File: config.mk
export PLATFORM = sky130hd
export DESIGN_NAME = prg_upload_flat
export DESIGN_NICKNAME = d
export VERILOG_FILES = /design/src/rtl/prg_upload_pkg.sv /design/src/rtl/prg_upload_if.sv /design/src/rtl/prg_upload.sv /design/src/flat_wrapper.sv
export SDC_FILE = /design/constraint.sdc
export NUM_CORES = 1
export LEC_CHECK = 0
export ABC_AREA = 1
export BUFFER_PORTS_ARGS = -buffer_cell sky130_fd_sc_hd__buf_2
export CAP_MARGIN = 20
export CORE_ASPECT_RATIO = 0.6
export CORE_UTILIZATION = 55
export DETAILED_ROUTE_END_ITERATION = 16
export PLACE_DENSITY = 0.74
export SLEW_MARGIN = 20
export SYNTH_ARGS = -nofsm -noshare
export SYNTH_HDL_FRONTEND = slang
export SYNTH_SLANG_ARGS = --single-unit
File: constraint.sdc
create_clock -name clk_sys -period 2.7 [get_ports clk_sys]
set_clock_uncertainty 0.1 [all_clocks]
set_input_delay 0.405 -clock clk_sys [delete_from_list [all_inputs] [get_ports clk_sys]]
set_output_delay 0.405 -clock clk_sys [all_outputs]
set_load 0.005 [all_outputs]
File: src/rtl/prg_upload_pkg.sv
// Shared types and defaults for the PRG upload streamer.
package prg_upload_pkg;

    typedef enum logic [3:0] {
        ST_IDLE,
        ST_PTR,
        ST_CHK,
        ST_HDR_LO,
        ST_HDR_HI,
        ST_RD,
        ST_OUT,
        ST_TRL,
        ST_FIN
    } state_t;

    localparam logic [15:0] DEF_TXTTAB_ADDR    = 16'h002B;
    localparam logic [15:0] DEF_VARTAB_ADDR    = 16'h002D;
    localparam int          DEF_TIMEOUT_CYCLES = 255;

    // Read-timeout counter width; supports TIMEOUT_CYCLES up to 255.
    localparam int TMO_W = 8;

    // Pointer fetch order: TXTTAB lo, TXTTAB hi, VARTAB lo, VARTAB hi.
    function automatic logic [15:0] ptr_addr(input logic [15:0] txt_base,
                                             input logic [15:0] var_base,
                                             input logic [1:0]  idx);
        return (idx[1] ? var_base : txt_base) + {15'd0, idx[0]};
    endfunction

endpackage

File: src/rtl/prg_upload_if.sv
// Memory read port and upload byte stream shared by the streamer and its peers.
interface prg_upload_if;

    logic [15:0] mem_addr;
    logic        mem_rd;
    logic        mem_ack;
    logic [7:0]  mem_din;
    logic [7:0]  up_data;
    logic        up_valid;
    logic        up_ready;

    modport master (
        output mem_addr, mem_rd, up_data, up_valid,
        input  mem_ack, mem_din, up_ready
    );

    modport slave (
        input  mem_addr, mem_rd, up_data, up_valid,
        output mem_ack, mem_din, up_ready
    );

endinterface

File: src/rtl/prg_upload.sv
// Streams a VIC-20 memory range to the host as a .PRG image (load address, then data).
// Optional XOR trailer byte when PRG_UPLOAD_CHECKSUM_EN is defined.
module prg_upload
    import prg_upload_pkg::*;
#(
    parameter logic [15:0] TXTTAB_ADDR    = DEF_TXTTAB_ADDR,
    parameter logic [15:0] VARTAB_ADDR    = DEF_VARTAB_ADDR,
    parameter int          TIMEOUT_CYCLES = DEF_TIMEOUT_CYCLES
) (
    input  logic               clk_sys,
    input  logic               reset_n,
    input  logic               i_start,
    input  logic               i_abort,
    input  logic               i_auto_range,
    input  logic [15:0]        i_start_addr,
    input  logic [15:0]        i_end_addr,
    prg_upload_if.master       bus,
    output logic               o_busy,
    output logic               o_done,
    output logic               o_error
);

    localparam logic [TMO_W-1:0] TMO_LAST = TMO_W'(TIMEOUT_CYCLES - 1);

    state_t            r_state,    w_state;
    logic [15:0]       r_cur_addr, w_cur_addr;
    logic [15:0]       r_end_addr, w_end_addr;
    logic [1:0]        r_ptr_idx,  w_ptr_idx;
    logic [TMO_W-1:0]  r_tmo_cnt,  w_tmo_cnt;
    logic [15:0]       r_mem_addr, w_mem_addr;
    logic              r_mem_rd,   w_mem_rd;
    logic [7:0]        r_up_data,  w_up_data;
    logic              r_up_valid, w_up_valid;
    logic              r_busy,     w_busy;
    logic              r_done,     w_done;
    logic              r_error,    w_error;
`ifdef PRG_UPLOAD_CHECKSUM_EN
    logic [7:0]        r_csum,     w_csum;
`endif

    logic w_rd_fire, w_tmo_hit, w_accept, w_issue_rd, w_end_stream;

    assign w_rd_fire = r_mem_rd & bus.mem_ack;
    assign w_tmo_hit = r_mem_rd & ~bus.mem_ack & (r_tmo_cnt == TMO_LAST);
    assign w_accept  = r_up_valid & bus.up_ready;

    // NOTE: every w_ signal gets a default before the case so no latch is inferred.
    always_comb begin
        w_state      = r_state;
        w_cur_addr   = r_cur_addr;
        w_end_addr   = r_end_addr;
        w_ptr_idx    = r_ptr_idx;
        w_tmo_cnt    = r_tmo_cnt;
        w_mem_addr   = r_mem_addr;
        w_mem_rd     = r_mem_rd;
        w_up_data    = r_up_data;
        w_up_valid   = r_up_valid;
        w_busy       = r_busy;
        w_done       = 1'b0;
        w_error      = 1'b0;
        w_issue_rd   = 1'b0;
        w_end_stream = 1'b0;
`ifdef PRG_UPLOAD_CHECKSUM_EN
        w_csum       = r_csum;
`endif
        if (r_mem_rd && !bus.mem_ack)
            w_tmo_cnt = r_tmo_cnt + TMO_W'(1);

        if (i_abort) begin
            w_state    = ST_IDLE;
            w_mem_rd   = 1'b0;
            w_up_valid = 1'b0;
            w_busy     = 1'b0;
        end else if (w_tmo_hit) begin
            w_state  = ST_IDLE;
            w_mem_rd = 1'b0;
            w_busy   = 1'b0;
            w_error  = 1'b1;
        end else begin
            case (r_state)
                ST_IDLE, ST_FIN: begin
                    w_state = ST_IDLE;
                    if (i_start) begin
                        w_busy     = 1'b1;
                        w_cur_addr = i_start_addr;
                        w_end_addr = i_end_addr;
`ifdef PRG_UPLOAD_CHECKSUM_EN
                        w_csum     = 8'h00;
`endif
                        if (i_auto_range) begin
                            w_state    = ST_PTR;
                            w_ptr_idx  = 2'd0;
                            w_mem_addr = TXTTAB_ADDR;
                            w_mem_rd   = 1'b1;
                            w_tmo_cnt  = '0;
                        end else begin
                            w_state = ST_CHK;
                        end
                    end
                end
                ST_PTR: begin
                    if (w_rd_fire) begin
                        w_mem_rd  = 1'b0;
                        w_ptr_idx = r_ptr_idx + 2'd1;
                        case (r_ptr_idx)
                            2'd0:    w_cur_addr[7:0]  = bus.mem_din;
                            2'd1:    w_cur_addr[15:8] = bus.mem_din;
                            2'd2:    w_end_addr[7:0]  = bus.mem_din;
                            default: w_end_addr[15:8] = bus.mem_din;
                        endcase
                        if (r_ptr_idx == 2'd3)
                            w_state = ST_CHK;
                    end else if (!r_mem_rd) begin
                        // One idle cycle between pointer reads keeps mem_rd edges distinct.
                        w_mem_addr = ptr_addr(TXTTAB_ADDR, VARTAB_ADDR, r_ptr_idx);
                        w_mem_rd   = 1'b1;
                        w_tmo_cnt  = '0;
                    end
                end
                ST_CHK: begin
                    if (r_end_addr < r_cur_addr) begin
                        w_state = ST_IDLE;
                        w_busy  = 1'b0;
                        w_error = 1'b1;
                    end else begin
                        w_state    = ST_HDR_LO;
                        w_up_data  = r_cur_addr[7:0];
                        w_up_valid = 1'b1;
                    end
                end
                ST_HDR_LO: begin
                    if (w_accept) begin
                        w_state   = ST_HDR_HI;
                        w_up_data = r_cur_addr[15:8];
                    end
                end
                ST_HDR_HI, ST_OUT: begin
                    if (w_accept) begin
                        if (r_cur_addr == r_end_addr) w_end_stream = 1'b1;
                        else                          w_issue_rd   = 1'b1;
                    end
                end
                ST_RD: begin
                    if (w_rd_fire) begin
                        w_mem_rd   = 1'b0;
                        w_up_data  = bus.mem_din;
                        w_up_valid = 1'b1;
                        w_cur_addr = r_cur_addr + 16'd1;
                        w_state    = ST_OUT;
`ifdef PRG_UPLOAD_CHECKSUM_EN
                        w_csum     = r_csum ^ bus.mem_din;
`endif
                    end
                end
`ifdef PRG_UPLOAD_CHECKSUM_EN
                ST_TRL: begin
                    if (w_accept) begin
                        w_up_valid = 1'b0;
                        w_state    = ST_FIN;
                        w_done     = 1'b1;
                        w_busy     = 1'b0;
                    end
                end
`endif
                default: w_state = ST_IDLE;
            endcase

            if (w_issue_rd) begin
                w_up_valid = 1'b0;
                w_state    = ST_RD;
                w_mem_addr = r_cur_addr;
                w_mem_rd   = 1'b1;
                w_tmo_cnt  = '0;
            end
            if (w_end_stream) begin
`ifdef PRG_UPLOAD_CHECKSUM_EN
                w_state    = ST_TRL;
                w_up_data  = r_csum;
`else
                w_up_valid = 1'b0;
                w_state    = ST_FIN;
                w_done     = 1'b1;
                w_busy     = 1'b0;
`endif
            end
        end
    end

    // NOTE: state registers use non-blocking assignments so all update together on the edge.
    always_ff @(posedge clk_sys or negedge reset_n) begin
        if (!reset_n) begin
            r_state    <= ST_IDLE;
            r_cur_addr <= '0;
            r_end_addr <= '0;
            r_ptr_idx  <= '0;
            r_tmo_cnt  <= '0;
            r_mem_addr <= '0;
            r_mem_rd   <= 1'b0;
            r_up_data  <= '0;
            r_up_valid <= 1'b0;
            r_busy     <= 1'b0;
            r_done     <= 1'b0;
            r_error    <= 1'b0;
`ifdef PRG_UPLOAD_CHECKSUM_EN
            r_csum     <= '0;
`endif
        end else begin
            r_state    <= w_state;
            r_cur_addr <= w_cur_addr;
            r_end_addr <= w_end_addr;
            r_ptr_idx  <= w_ptr_idx;
            r_tmo_cnt  <= w_tmo_cnt;
            r_mem_addr <= w_mem_addr;
            r_mem_rd   <= w_mem_rd;
            r_up_data  <= w_up_data;
            r_up_valid <= w_up_valid;
            r_busy     <= w_busy;
            r_done     <= w_done;
            r_error    <= w_error;
`ifdef PRG_UPLOAD_CHECKSUM_EN
            r_csum     <= w_csum;
`endif
        end
    end

    assign bus.mem_addr = r_mem_addr;
    assign bus.mem_rd   = r_mem_rd;
    assign bus.up_data  = r_up_data;
    assign bus.up_valid = r_up_valid;
    assign o_busy       = r_busy;
    assign o_done       = r_done;
    assign o_error      = r_error;

endmodule

File: src/flat_wrapper.sv
// flat-port wrapper written by rule: the top's interface ports become plain ports
module prg_upload_flat import prg_upload_pkg::*;
#(
    parameter logic [15:0] TXTTAB_ADDR    = DEF_TXTTAB_ADDR,
    parameter logic [15:0] VARTAB_ADDR    = DEF_VARTAB_ADDR,
    parameter int          TIMEOUT_CYCLES = DEF_TIMEOUT_CYCLES
)
  (clk_sys, reset_n, i_start, i_abort, i_auto_range, i_start_addr, i_end_addr, o_busy, o_done, o_error, bus_mem_addr, bus_mem_rd, bus_up_data, bus_up_valid, bus_mem_ack, bus_mem_din, bus_up_ready);
  prg_upload_if bus_i ();
  input  logic clk_sys;
  input  logic reset_n;
  input  logic i_start;
  input  logic i_abort;
  input  logic i_auto_range;
  input  logic [15:0] i_start_addr;
  input  logic [15:0] i_end_addr;
  output logic o_busy;
  output logic o_done;
  output logic o_error;
  output wire logic [$bits(bus_i.mem_addr)-1:0] bus_mem_addr;
  output wire logic [$bits(bus_i.mem_rd)-1:0] bus_mem_rd;
  output wire logic [$bits(bus_i.up_data)-1:0] bus_up_data;
  output wire logic [$bits(bus_i.up_valid)-1:0] bus_up_valid;
  input wire logic [$bits(bus_i.mem_ack)-1:0] bus_mem_ack;
  input wire logic [$bits(bus_i.mem_din)-1:0] bus_mem_din;
  input wire logic [$bits(bus_i.up_ready)-1:0] bus_up_ready;
  assign bus_mem_addr = bus_i.mem_addr;
  assign bus_mem_rd = bus_i.mem_rd;
  assign bus_up_data = bus_i.up_data;
  assign bus_up_valid = bus_i.up_valid;
  assign bus_i.mem_ack = bus_mem_ack;
  assign bus_i.mem_din = bus_mem_din;
  assign bus_i.up_ready = bus_up_ready;
  prg_upload #(.TXTTAB_ADDR(TXTTAB_ADDR), .VARTAB_ADDR(VARTAB_ADDR), .TIMEOUT_CYCLES(TIMEOUT_CYCLES)) u_core (.clk_sys(clk_sys), .reset_n(reset_n), .i_start(i_start), .i_abort(i_abort), .i_auto_range(i_auto_range), .i_start_addr(i_start_addr), .i_end_addr(i_end_addr), .bus(bus_i), .o_busy(o_busy), .o_done(o_done), .o_error(o_error));
endmodule
==> impl_metrics.toml <==
[outcome]
status = "finished, final reports clean"

[power_and_ir_drop]
switching_share_pct = 44.73
peakVddDrop_mv = 0.5468
p_comb_share_pct = 45.0
power.share.clock_pct = 21.1
p_per_area_mw_per_mm2 = 977.6
switchingPower_uw = 2422
internal_power_uw = 2993
pwr-share-seq_pct = 33.9
p_leak_uw = 0.003037

[clock_tree]
cts_setup_buffers = 0
clock_sinks = 75
clock_path_buffers = 2
clk_latency_ns = 0.35
htree_num_levels = 3
post_cts_resized = 0
cts_tree = "done"
clkSlewWorstSetupHoldPaths_ns = 0.06
cts_made_buffers = 9
cts-hold-fix-buffers = 0
cts_root_buffer = "clkbuf_16"

[timing]
rsz0062_at_grt = "no"
fmax_mhz = 422.9
setup_violations = 0
period_minus_slack_ns = 2.365
tns_ns = 0
hold_violations = 0
report.final.slew_viol_count = 0
worst_pin_slew_ns = 0.9562
period_share_pct = 87.59
maxSlewHeadroom_pct = 36.25

[drt]
via_per_inst = 5.690
drt_wl_total_microns = 14890
dr.pass1.iters = 6
drc = 0
vias = 4893
drt_iter0_drc = 488
wl_per_cell_microns = 17.31
route.antenna.remaining_nets = 0

[global_routing]
track_usage_pct = 35.63
antenna_found_initial = 0
overflow = 0
grt_pass1_vias = 4475
grt_pass1_wl_microns = 23360
grt_max_degree = 76

[critical_path]
cpPeakStageDelay_ns = 0.44
arrival_ns = 2.52
startpoint = "u_core.r_cur_addr[11]$_DFFE_PN0P_"
crit_chain = "inv_1 -> ha_1 -> nand2_1 -> nor2_1 -> nand2_1 -> nor2_1 -> nand2_1 -> nand4_1 -> nand2_1 -> o21ai_0"
worstPathRequired_ns = 2.86
worstPathMaxFanout = 16
r2r_start = "u_core.r_cur_addr[11]$_DFFE_PN0P_"
startpoint_type = "flip-flop"
cp_slowest_cell = "dfrtp_1"
cpMostUsedCell = "nand2_1"
critical_path_class = "reg -> reg"
path_delay_family = "simple AND/OR/NAND/NOR gates"
worst-path-buf-inv = 1
critPathCaptureType = "flip-flop"

[floorplanning]
die_h_microns = 73.80
die_area_sq_mm = 0.008979
start_util_pct = 58.33
rows = 25
die_w_microns = 121.7
core_area_sq_mm = 0.008102
io_pins = 76

[layout]
final_common_cell = "nand2_1"
antenna_cells = 0
drive_gt1_share_pct = 17.42
area_growth_pct = 17.21
final_cell_mix = "194 x nand2_1, 75 x dfrtp_1, 74 x buf_2, 73 x inv_1, 72 x nor2_1"
final_net_count = 817
post-route-util_pct = 68.37

[yosys]
syn_avg_cell_area_sq_um = 7.139
yosys_warnings = 0
ys_seq_elements = 75
syn_area_sq_mm = 0.004726
syn_nets = 732
yosysSeqAreaShare_pct = 39.71
synth_compound_area_share_pct = 11.17
synthSimpleGateAreaFrac_pct = 33.49
muxShareOfSynthArea_pct = 0
synth_xor_area_share_pct = 1.483
synthAdderAreaFrac_pct = 6.089
netlist_instances = 662
ys_types = 33
synth_top_family_by_area = "simple AND/OR/NAND/NOR gates"

[flow_run]
maxCapViolCount = 0

[placement]
place.port_buffers = 75
dp_hpwl_microns = 11240
gp_congestion = 0.9586

[min_path]
hp-class = "in -> async"
[flip-flops by register name (all words and copies together) (netlist names)]
register	cells
u_core.r_ptr_idx	2
u_core.bus.up_data	8
u_core.bus.mem_rd	1
u_core.o_error	1
u_core.bus.mem_addr	16
u_core.o_busy	1
u_core.r_tmo_cnt	8
u_core.r_cur_addr	16
u_core.o_done	1
u_core.bus.up_valid	1
u_core.r_end_addr	16
u_core.r_state	4
[through the flow]
step / hold slack, ns / setup slack, ns / total power, uW / area [sq um] / cells
finish: 0.09818 / 0.3352 / 5415 / 5539 / 860
CTS: 0.1505 / 0.3541 / 5339 / 5539 / 860
global route: 0.1780 / 0.04479 / 5784 / 5539 / 860
floorplan: 0.009409 / 0.6896 / 3314 / 4726 / 662
detailed placement: 0.3689 / 0.3692 / 4182 / 5260 / 844
global placement: 0.3563 / 0.4973 / 4088 / 5260 / 844
[cells by family after synthesis]
| group | Yosys count |
|---|---|
| AOI/OAI and AO/OA | 97 |
| xor gates and xnor gates | 8 |
| adders and majority gates | 23 |
| buffers and inverters | 93 |
| DFF | 75 |
| and+or+nand+nor | 366 |
[worst paths after layout]
path | slack, ns | to | cells after the start
setup / recovery | 0.34 | u_core.bus.up_data[0]$_DFFE_PN0P_ | 10
hold / removal | 0.1 | u_core.r_cur_addr[5]$_DFFE_PN0P_ | 1
setup reg to reg | 0.34 | u_core.bus.up_data[0]$_DFFE_PN0P_ | 10
hold reg to reg | 0.39 | u_core.o_busy$_DFFE_PN0P_ | 2
max in group asynchronous | 1.77 | u_core.bus.up_data[7]$_DFFE_PN0P_ | 1
min in group clk_sys | 0.27 | u_core.o_error$_DFF_PN0_ | 2
[cell usage after synthesis]
cell type	n	share of area (%)
nor4_1	1	0.13
a21oi_1	22	2.3
xnor2_1	1	0.19
o21ai_1	4	0.42
o22ai_1	8	1.1
xor2_1	7	1.3
nor2_4	4	0.95
o21bai_1	1	0.16
o211ai_2	2	0.53
nand3_1	56	5.9
o21ai_0	55	5.8
ha_1	23	6.1
nand2_1	194	15
nand2_2	6	0.79
and2_1	1	0.13
nor3b_4	1	0.40
nand4_1	17	2.3
buf_2	7	0.74
dfrtp_1	75	40
o211ai_1	3	0.48
o21ai_2	2	0.37
buf_6	2	0.48
nor3_1	6	0.64
inv_2	3	0.24
nor2_2	3	0.40
nor2_1	72	5.7
buf_4	2	0.32
clkbuf_1	5	0.40
and3_1	1	0.13
or2_2	3	0.40
nand3_2	1	0.21
inv_1	73	5.8
clkinv_1	1	0.079
[routing by layer]
metal | vias up | routed length [microns] | GRT usage, %
met5 | - | 0 | 0
met4 | 0 | 152 | 8.779
met3 | 17 | 1675 | 9.317
met2 | 269 | 6115 | 50.13
met1 | 2280 | 6945 | 53.65
li1 | 2327 | - | -
[power by group through the flow]
stage                     Clock [uW]  Combinational (uW)  Sequential (uW)
after detailed placement           0                2350             1830
after CTS                       1140                2380             1820
after global routing            1200                2710             1870
final                           1140                2440             1830
after floorplan                    0                1570             1750
after global placement             0                2270             1820
[layout make-up]
class                   count  area, sq um
repair buffers             90        490.5
inverters                  77        289.0
clock inverters             6        40.04
clock buffers              10        239.0
well taps                 108        135.1
multi-input cells         494         2469
flip-flops and latches     75         1877
fillers                   714         2562
(Power assumes the default switching activity.)
